## config.mk

```make
export PLATFORM = sky130hd
export DESIGN_NAME = div_unit_flat
export DESIGN_NICKNAME = d
export VERILOG_FILES = /design/src/rtl/div_unit_pkg.sv /design/src/rtl/div_unit_if.sv /design/src/rtl/div_unit.sv /design/src/flat_wrapper.sv
export SDC_FILE = /design/constraint.sdc
export NUM_CORES = 1
export LEC_CHECK = 0
export ABC_CLOCK_PERIOD_IN_PS = 3300
export CORE_ASPECT_RATIO = 0.8
export CORE_MARGIN = 2
export CORE_UTILIZATION = 29
export DETAILED_ROUTE_END_ITERATION = 7
export HOLD_SLACK_MARGIN = 0.02
export MAX_ROUTING_LAYER = met4
export PLACE_DENSITY = 0.55
export REMOVE_ABC_BUFFERS = 1
export SYNTH_ARGS = -nofsm -noshare
export SYNTH_HDL_FRONTEND = slang
export SYNTH_SLANG_ARGS = --single-unit
```

## constraint.sdc

```tcl
create_clock -name clk -period 3.3 [get_ports clk]
set_input_delay 0.33 -clock clk [delete_from_list [all_inputs] [get_ports clk]]
set_output_delay 0.33 -clock clk [all_outputs]
set_load 0.02 [all_outputs]
```

## src/rtl/div_unit_pkg.sv

```systemverilog
// Shared definitions for the HI/LO multicycle units (divider now, multiplier later).
// Both units use the same start/done handshake and state encodings.
package div_unit_pkg;

   localparam int DIV_WIDTH = 32;

   localparam logic [1:0] DIV_IDLE = 2'd0;
   localparam logic [1:0] DIV_RUN  = 2'd1;
   localparam logic [1:0] DIV_FIX  = 2'd2;
   localparam logic [1:0] DIV_DONE = 2'd3;

   localparam logic [31:0] DIV_ZERO_QUOT = 32'hFFFF_FFFF;

endpackage

```

## src/rtl/div_unit_if.sv

```systemverilog
// Start/done handshake and operand/result bus between the control unit and div_unit.
interface div_unit_if
   import div_unit_pkg::*;
#(
   parameter int WIDTH = DIV_WIDTH
);
   logic             start;
   logic [WIDTH-1:0] a_in;
   logic [WIDTH-1:0] b_in;
   logic [WIDTH-1:0] hi_out;
   logic [WIDTH-1:0] lo_out;
   logic             done;
   logic             busy;
   logic             div_zero;

   modport master (
      output start, a_in, b_in,
      input  hi_out, lo_out, done, busy, div_zero
   );

   modport slave (
      input  start, a_in, b_in,
      output hi_out, lo_out, done, busy, div_zero
   );
endinterface

```

## src/rtl/div_unit.sv

```systemverilog
// Multicycle signed restoring divider: one quotient bit per cycle on magnitudes,
// signs applied in a final fix-up cycle. hi_out = remainder, lo_out = quotient.
module div_unit
   import div_unit_pkg::*;
#(
   parameter int WIDTH = DIV_WIDTH
) (
   input  logic       clk,
   input  logic       reset,
   div_unit_if.slave  bus
);
   localparam int               CW         = $clog2(WIDTH);
   localparam logic [CW-1:0]    LAST_COUNT = CW'(WIDTH - 1);
   localparam logic [WIDTH-1:0] ZERO_QUOT  = WIDTH'(DIV_ZERO_QUOT);

   logic [1:0]       state_r;
   logic [WIDTH-1:0] q_r;
   logic [WIDTH-1:0] m_r;
   logic [WIDTH-1:0] r_r;
   logic [CW-1:0]    count_r;
   logic             sign_q_r;
   logic             sign_r_r;
   logic [WIDTH-1:0] hi_r;
   logic [WIDTH-1:0] lo_r;
   logic             done_r;
   logic             busy_r;
   logic             div_zero_r;

   logic [WIDTH:0]   r_sh_s;
   logic [WIDTH+1:0] diff_s;
   logic             fits_s;
   logic [WIDTH-1:0] r_next_s;
   logic [WIDTH-1:0] a_mag_s;
   logic [WIDTH-1:0] b_mag_s;
   logic             b_zero_s;

   // Trial subtraction and operand magnitudes (unsigned, so |MIN| stays exact)
   always_comb begin
      r_sh_s   = {r_r, q_r[WIDTH-1]};
      diff_s   = {1'b0, r_sh_s} - {2'b00, m_r};
      fits_s   = ~diff_s[WIDTH+1];
      r_next_s = r_sh_s[WIDTH-1:0];
      if (fits_s) begin
         r_next_s = diff_s[WIDTH-1:0];
      end else begin
         r_next_s = r_sh_s[WIDTH-1:0];
      end
      a_mag_s  = bus.a_in[WIDTH-1] ? (~bus.a_in + {{(WIDTH-1){1'b0}}, 1'b1}) : bus.a_in;
      b_mag_s  = bus.b_in[WIDTH-1] ? (~bus.b_in + {{(WIDTH-1){1'b0}}, 1'b1}) : bus.b_in;
      b_zero_s = (bus.b_in == {WIDTH{1'b0}});
   end

   // Control FSM and datapath registers
   always_ff @(posedge clk) begin
      if (!reset) begin
         state_r    <= DIV_IDLE;
         q_r        <= {WIDTH{1'b0}};
         m_r        <= {WIDTH{1'b0}};
         r_r        <= {WIDTH{1'b0}};
         count_r    <= {CW{1'b0}};
         sign_q_r   <= 1'b0;
         sign_r_r   <= 1'b0;
         hi_r       <= {WIDTH{1'b0}};
         lo_r       <= {WIDTH{1'b0}};
         done_r     <= 1'b0;
         busy_r     <= 1'b0;
         div_zero_r <= 1'b0;
      end else begin
         case (state_r)
            DIV_IDLE: begin
               done_r <= 1'b0;
               if (bus.start && b_zero_s) begin
                  hi_r       <= bus.a_in;
                  lo_r       <= ZERO_QUOT;
                  div_zero_r <= 1'b1;
                  done_r     <= 1'b1;
                  busy_r     <= 1'b1;
                  state_r    <= DIV_DONE;
               end else if (bus.start) begin
                  q_r        <= a_mag_s;
                  m_r        <= b_mag_s;
                  r_r        <= {WIDTH{1'b0}};
                  sign_q_r   <= bus.a_in[WIDTH-1] ^ bus.b_in[WIDTH-1];
                  sign_r_r   <= bus.a_in[WIDTH-1];
                  count_r    <= {CW{1'b0}};
                  div_zero_r <= 1'b0;
                  busy_r     <= 1'b1;
                  state_r    <= DIV_RUN;
               end else begin
                  busy_r  <= 1'b0;
                  state_r <= DIV_IDLE;
               end
            end
            DIV_RUN: begin
               r_r     <= r_next_s;
               q_r     <= {q_r[WIDTH-2:0], fits_s};
               count_r <= count_r + {{(CW-1){1'b0}}, 1'b1};
               if (count_r == LAST_COUNT) begin
                  state_r <= DIV_FIX;
               end else begin
                  state_r <= DIV_RUN;
               end
            end
            DIV_FIX: begin
               lo_r    <= sign_q_r ? (~q_r + {{(WIDTH-1){1'b0}}, 1'b1}) : q_r;
               hi_r    <= sign_r_r ? (~r_r + {{(WIDTH-1){1'b0}}, 1'b1}) : r_r;
               done_r  <= 1'b1;
               state_r <= DIV_DONE;
            end
            DIV_DONE: begin
               done_r  <= 1'b0;
               busy_r  <= 1'b0;
               state_r <= DIV_IDLE;
            end
            default: begin
               done_r  <= 1'b0;
               busy_r  <= 1'b0;
               state_r <= DIV_IDLE;
            end
         endcase
      end
   end

   assign bus.hi_out   = hi_r;
   assign bus.lo_out   = lo_r;
   assign bus.done     = done_r;
   assign bus.busy     = busy_r;
   assign bus.div_zero = div_zero_r;

endmodule
```

## src/flat_wrapper.sv

```systemverilog
// flat-port wrapper written by rule: the top's interface ports become plain ports
module div_unit_flat import div_unit_pkg::*;
#(
   parameter int WIDTH = DIV_WIDTH
)
  (clk, reset, bus_start, bus_a_in, bus_b_in, bus_hi_out, bus_lo_out, bus_done, bus_busy, bus_div_zero);
  div_unit_if #(.WIDTH(WIDTH)) bus_i ();
  input  logic clk;
  input  logic reset;
  input wire logic [$bits(bus_i.start)-1:0] bus_start;
  input wire logic [$bits(bus_i.a_in)-1:0] bus_a_in;
  input wire logic [$bits(bus_i.b_in)-1:0] bus_b_in;
  output wire logic [$bits(bus_i.hi_out)-1:0] bus_hi_out;
  output wire logic [$bits(bus_i.lo_out)-1:0] bus_lo_out;
  output wire logic [$bits(bus_i.done)-1:0] bus_done;
  output wire logic [$bits(bus_i.busy)-1:0] bus_busy;
  output wire logic [$bits(bus_i.div_zero)-1:0] bus_div_zero;
  assign bus_i.start = bus_start;
  assign bus_i.a_in = bus_a_in;
  assign bus_i.b_in = bus_b_in;
  assign bus_hi_out = bus_i.hi_out;
  assign bus_lo_out = bus_i.lo_out;
  assign bus_done = bus_i.done;
  assign bus_busy = bus_i.busy;
  assign bus_div_zero = bus_i.div_zero;
  div_unit #(.WIDTH(WIDTH)) u_core (.clk(clk), .reset(reset), .bus(bus_i));
endmodule
```

==> results.py <==
metrics = {
    "run_status": {
        "outcome": "complete, no violations",
    },
    "timing": {
        "relSlewSlack_pct": 25.9,
        "finalSetupTns_ps": 0,
        "rsz0062_at_grt": "false",
        "hold_viol": 0,
        "max_slew.worst_pin.slew_ps": 1110,
        "maxSlewViolCount": 0,
        "setup_viol": 0,
        "fin_skew_ps": 12.5,
        "period_needed_ps": 3180,
        "max_freq_ghz": 0.315,
        "fin_crit_sh_pct": 96.3,
        "layout_setup_ws_ps": 123,
    },
    "layout": {
        "num-nets-final": 1676,
        "fillers": 3921,
        "seq_area_um2": 3440,
        "multiInputGateArea_um2": 7230,
        "area_growth_pct": 29.4,
        "final_common_cell": "dfxtp_1",
        "layout-drive-gt1-share_pct": 11.8,
        "diodes": 0,
        "final_cell_count_no_fill": 2073,
        "final_cell_mix": "dfxtp_1 (172), nand2_1 (164), clkdlybuf4s50_1 (132), buf_4 (110), xor2_1 (107)",
    },
    "setup_path": {
        "worst-setup-path-type": "in -> reg",
        "max_stage_delay_ps": 590,
        "critPathLaunchType": "input port",
        "crit_path_end_kind": "flop",
        "cp_top_family": "simple AND/OR/NAND/NOR gates",
        "worstPathArrival_ps": 3480,
        "cp_common_cell": "buf_4",
        "crit_fanout": 12,
        "required_ps": 3610,
        "critical_path.slowest_cell": "or4_4",
        "crit_chain": "clkdlybuf4s50_1 > or4_4 > nor4_2 > buf_4 > nand4_1 > nor4_4 > buf_4 > nor2_4 > or2_1 > and3_1 > nand2_1 > o211ai_1",
        "worst-path-buf-inv": 3,
    },
    "yosys": {
        "synth-edff-count": 0,
        "yosysWarnings": 0,
        "synthCells": 1390,
        "avgSynthCellArea_um2": 8.03,
        "ys_types": 69,
        "synth_flop_cell": "dfxtp_1",
        "ys_top_cells_by_area": "dfxtp_1 (31%), xor2_1 (8.4%), nand2_1 (5.5%), ha_1 (4.8%), o211a_1 (4.5%)",
        "synth_area_um2": 11200,
        "async_reset_ff_share_pct": 0,
        "ys_ff_latch": 172,
        "ys_seq_area_share_pct": 30.8,
        "yosys.area.top_type": "dfxtp_1",
        "synth_top_area_share_pct": 30.8,
    },
    "die": {
        "die_w_um": 223,
        "die_area_um2": 40100,
        "rows": 64,
        "fp.dieH_um": 180,
        "coreArea_um2": 38100,
        "start_util_pct": 29.3,
        "ioPinCount": 134,
    },
    "global_routing": {
        "grt_pass1_vias": 10300,
        "gr-total-overflow": 0,
        "antenna_found_initial": 0,
        "grt_max_degree": 96,
        "grt_usage_pct": 17.6,
        "grt_first_pass_wirelength_um": 55600,
    },
    "place": {
        "post-place-ws_ps": -350,
        "hpwl_um": 25800,
        "buffer_ports.inserted": 133,
        "gp_congestion": 0.840,
        "dpl.cell_count": 2041,
    },
    "routing": {
        "num_vias": 10700,
        "drtIter0Drc": 707,
        "routed_wl_um": 34400,
        "wire_per_inst_um": 16.6,
        "ant_nets": 0,
        "first_pass_iters": 5,
        "via_per_inst": 5.16,
        "drc_errors": 0,
    },
    "clock_network": {
        "htree_num_levels": 4,
        "clock_latency_ps": 440,
        "clock_sinks": 172,
        "numCtsBuffers": 17,
        "clockRootBuffer": "clkbuf_16",
        "clock_tree.buffer_depth": 2,
        "cts_tree": "yes",
        "cts.clk_slew.worst_paths_ps": 70,
    },
    "power_and_ir_drop": {
        "p_sw_share_pct": 29.5,
        "ir_drop_uv": 317,
        "leakage_nw": 6.04,
        "power_frac_comb_pct": 18.7,
        "powerDensity_nw_per_um2": 369,
        "p_int_mw": 3.76,
        "p_sw_mw": 1.57,
        "seq_power_share_pct": 42.0,
        "clockPowerShare_pct": 39.3,
    },
    "min_path": {
        "hold_path_class": "reg -> reg",
    },
    "job": {
        "maxCapViolations": 0,
    },
}
layer usage:
| metal | vias to the layer above | share of wire [%] | routed length, um | global-route usage, % |
|---|---|---|---|---|
| met4 | 0 | 0.96 | 329 | 3.39 |
| met3 | 24 | 5.1 | 1760 | 3.61 |
| met1 | 5056 | 51 | 17700 | 24.9 |
| met5 | - | 0 | 0 | - |
| li1 | 5383 | - | - | - |
| met2 | 237 | 43 | 14600 | 26.0 |
cells by family after synthesis:
| kind of cell | share of synthesized area [%] |
|---|---|
| DFF | 30.8 |
| and+or+nand+nor | 18.8 |
| buffers and inverters | 5.17 |
| AOI/OAI and AO/OA | 27.1 |
| muxes | 1.34 |
| xor gates and xnor gates | 11.8 |
| adders and majority gates | 5.00 |
registers in the layout, summed over array words and instances, names as in the netlist:
register             cells
u_core.bus.lo_out       32
u_core.bus.busy          1
u_core.m_r              32
u_core.state_r           2
u_core.r_r              32
u_core.q_r              32
u_core.count_r           5
u_core.bus.done          1
u_core.sign_q_r          1
u_core.sign_r_r          1
u_core.bus.div_zero      1
u_core.bus.hi_out       32
cell usage after synthesis, types with 11 or more instances:
library cell	count
inv_1	51
xnor2_1	43
a31oi_1	21
ha_1	43
and2_1	11
buf_2	12
o211ai_1	25
a21oi_1	63
o41ai_1	14
nor2b_1	36
a21o_1	14
a32oi_1	14
or3_1	14
nor4_1	11
o211a_1	50
a21boi_0	17
nand3_1	40
nand4_1	11
nor2_1	75
nand2_1	164
dfxtp_1	172
clkbuf_1	78
mux2i_1	15
a211oi_1	19
or4_1	15
xor2_1	107
nor3_1	15
o31ai_1	36
o21ai_0	100
layout make-up:
cell class	instances	area share, %
flip-flops and latches	172	23.8
clock inverters	14	1.10
clock buffers	18	3.04
well taps	495	4.28
repair buffers	253	16.4
inverters	51	1.32
multi-input cells	1070	50.1
repair_timing:
item,in CTS,in global routing
setup buffers,0,0
hold buffers,0,0
endpoints found under the setup margin,2,17
gates resized for setup,1,9
pin swaps,0,1
final timing paths:
| check | start | endpoint | slack [ps] | cells past startpoint |
|---|---|---|---|---|
| min | u_core.bus.hi_out[2] | u_core.bus.hi_out[2] | 470 | 2 |
| min reg2reg | u_core.bus.hi_out[2] | u_core.bus.hi_out[2] | 470 | 2 |
| max | bus_b_in[2] | u_core.r_r[30] | 120 | 12 |
| max reg2reg | u_core.r_r[0] | u_core.bus.hi_out[29] | 150 | 11 |
power groups by stage:
| stage | logic, mW | clock network (mW) | registers, mW |
|---|---|---|---|
| after global routing | 1.11 | 2.24 | 2.25 |
| final | 0.995 | 2.09 | 2.24 |
| after CTS | 0.995 | 2.14 | 2.24 |
| after detailed placement | 0.986 | 0 | 2.29 |
| after floorplan | 0.584 | 0 | 2.26 |
| after global placement | 0.981 | 0 | 2.28 |
through the flow:
step                power (mW)  util (%)  hold slack (ps)  cell area, um^2
floorplan                 2.84         -              445            10800
global placement          3.26      36.2              456            13800
detailed placement        3.27      36.2              461            13800
CTS                       5.37      37.8              468            14400
global route              5.60      37.9              494            14500
finish                    5.33      37.9              467            14500
tightest hold or removal path, delay by kind of cell, from the launching register on:
family	cells	cell delay [ps]
AND/OR/NAND/NOR	1	50
AO/OA/AOI/OAI	1	60
flip-flops	1	310
Power figures use the tool's default switching activity.
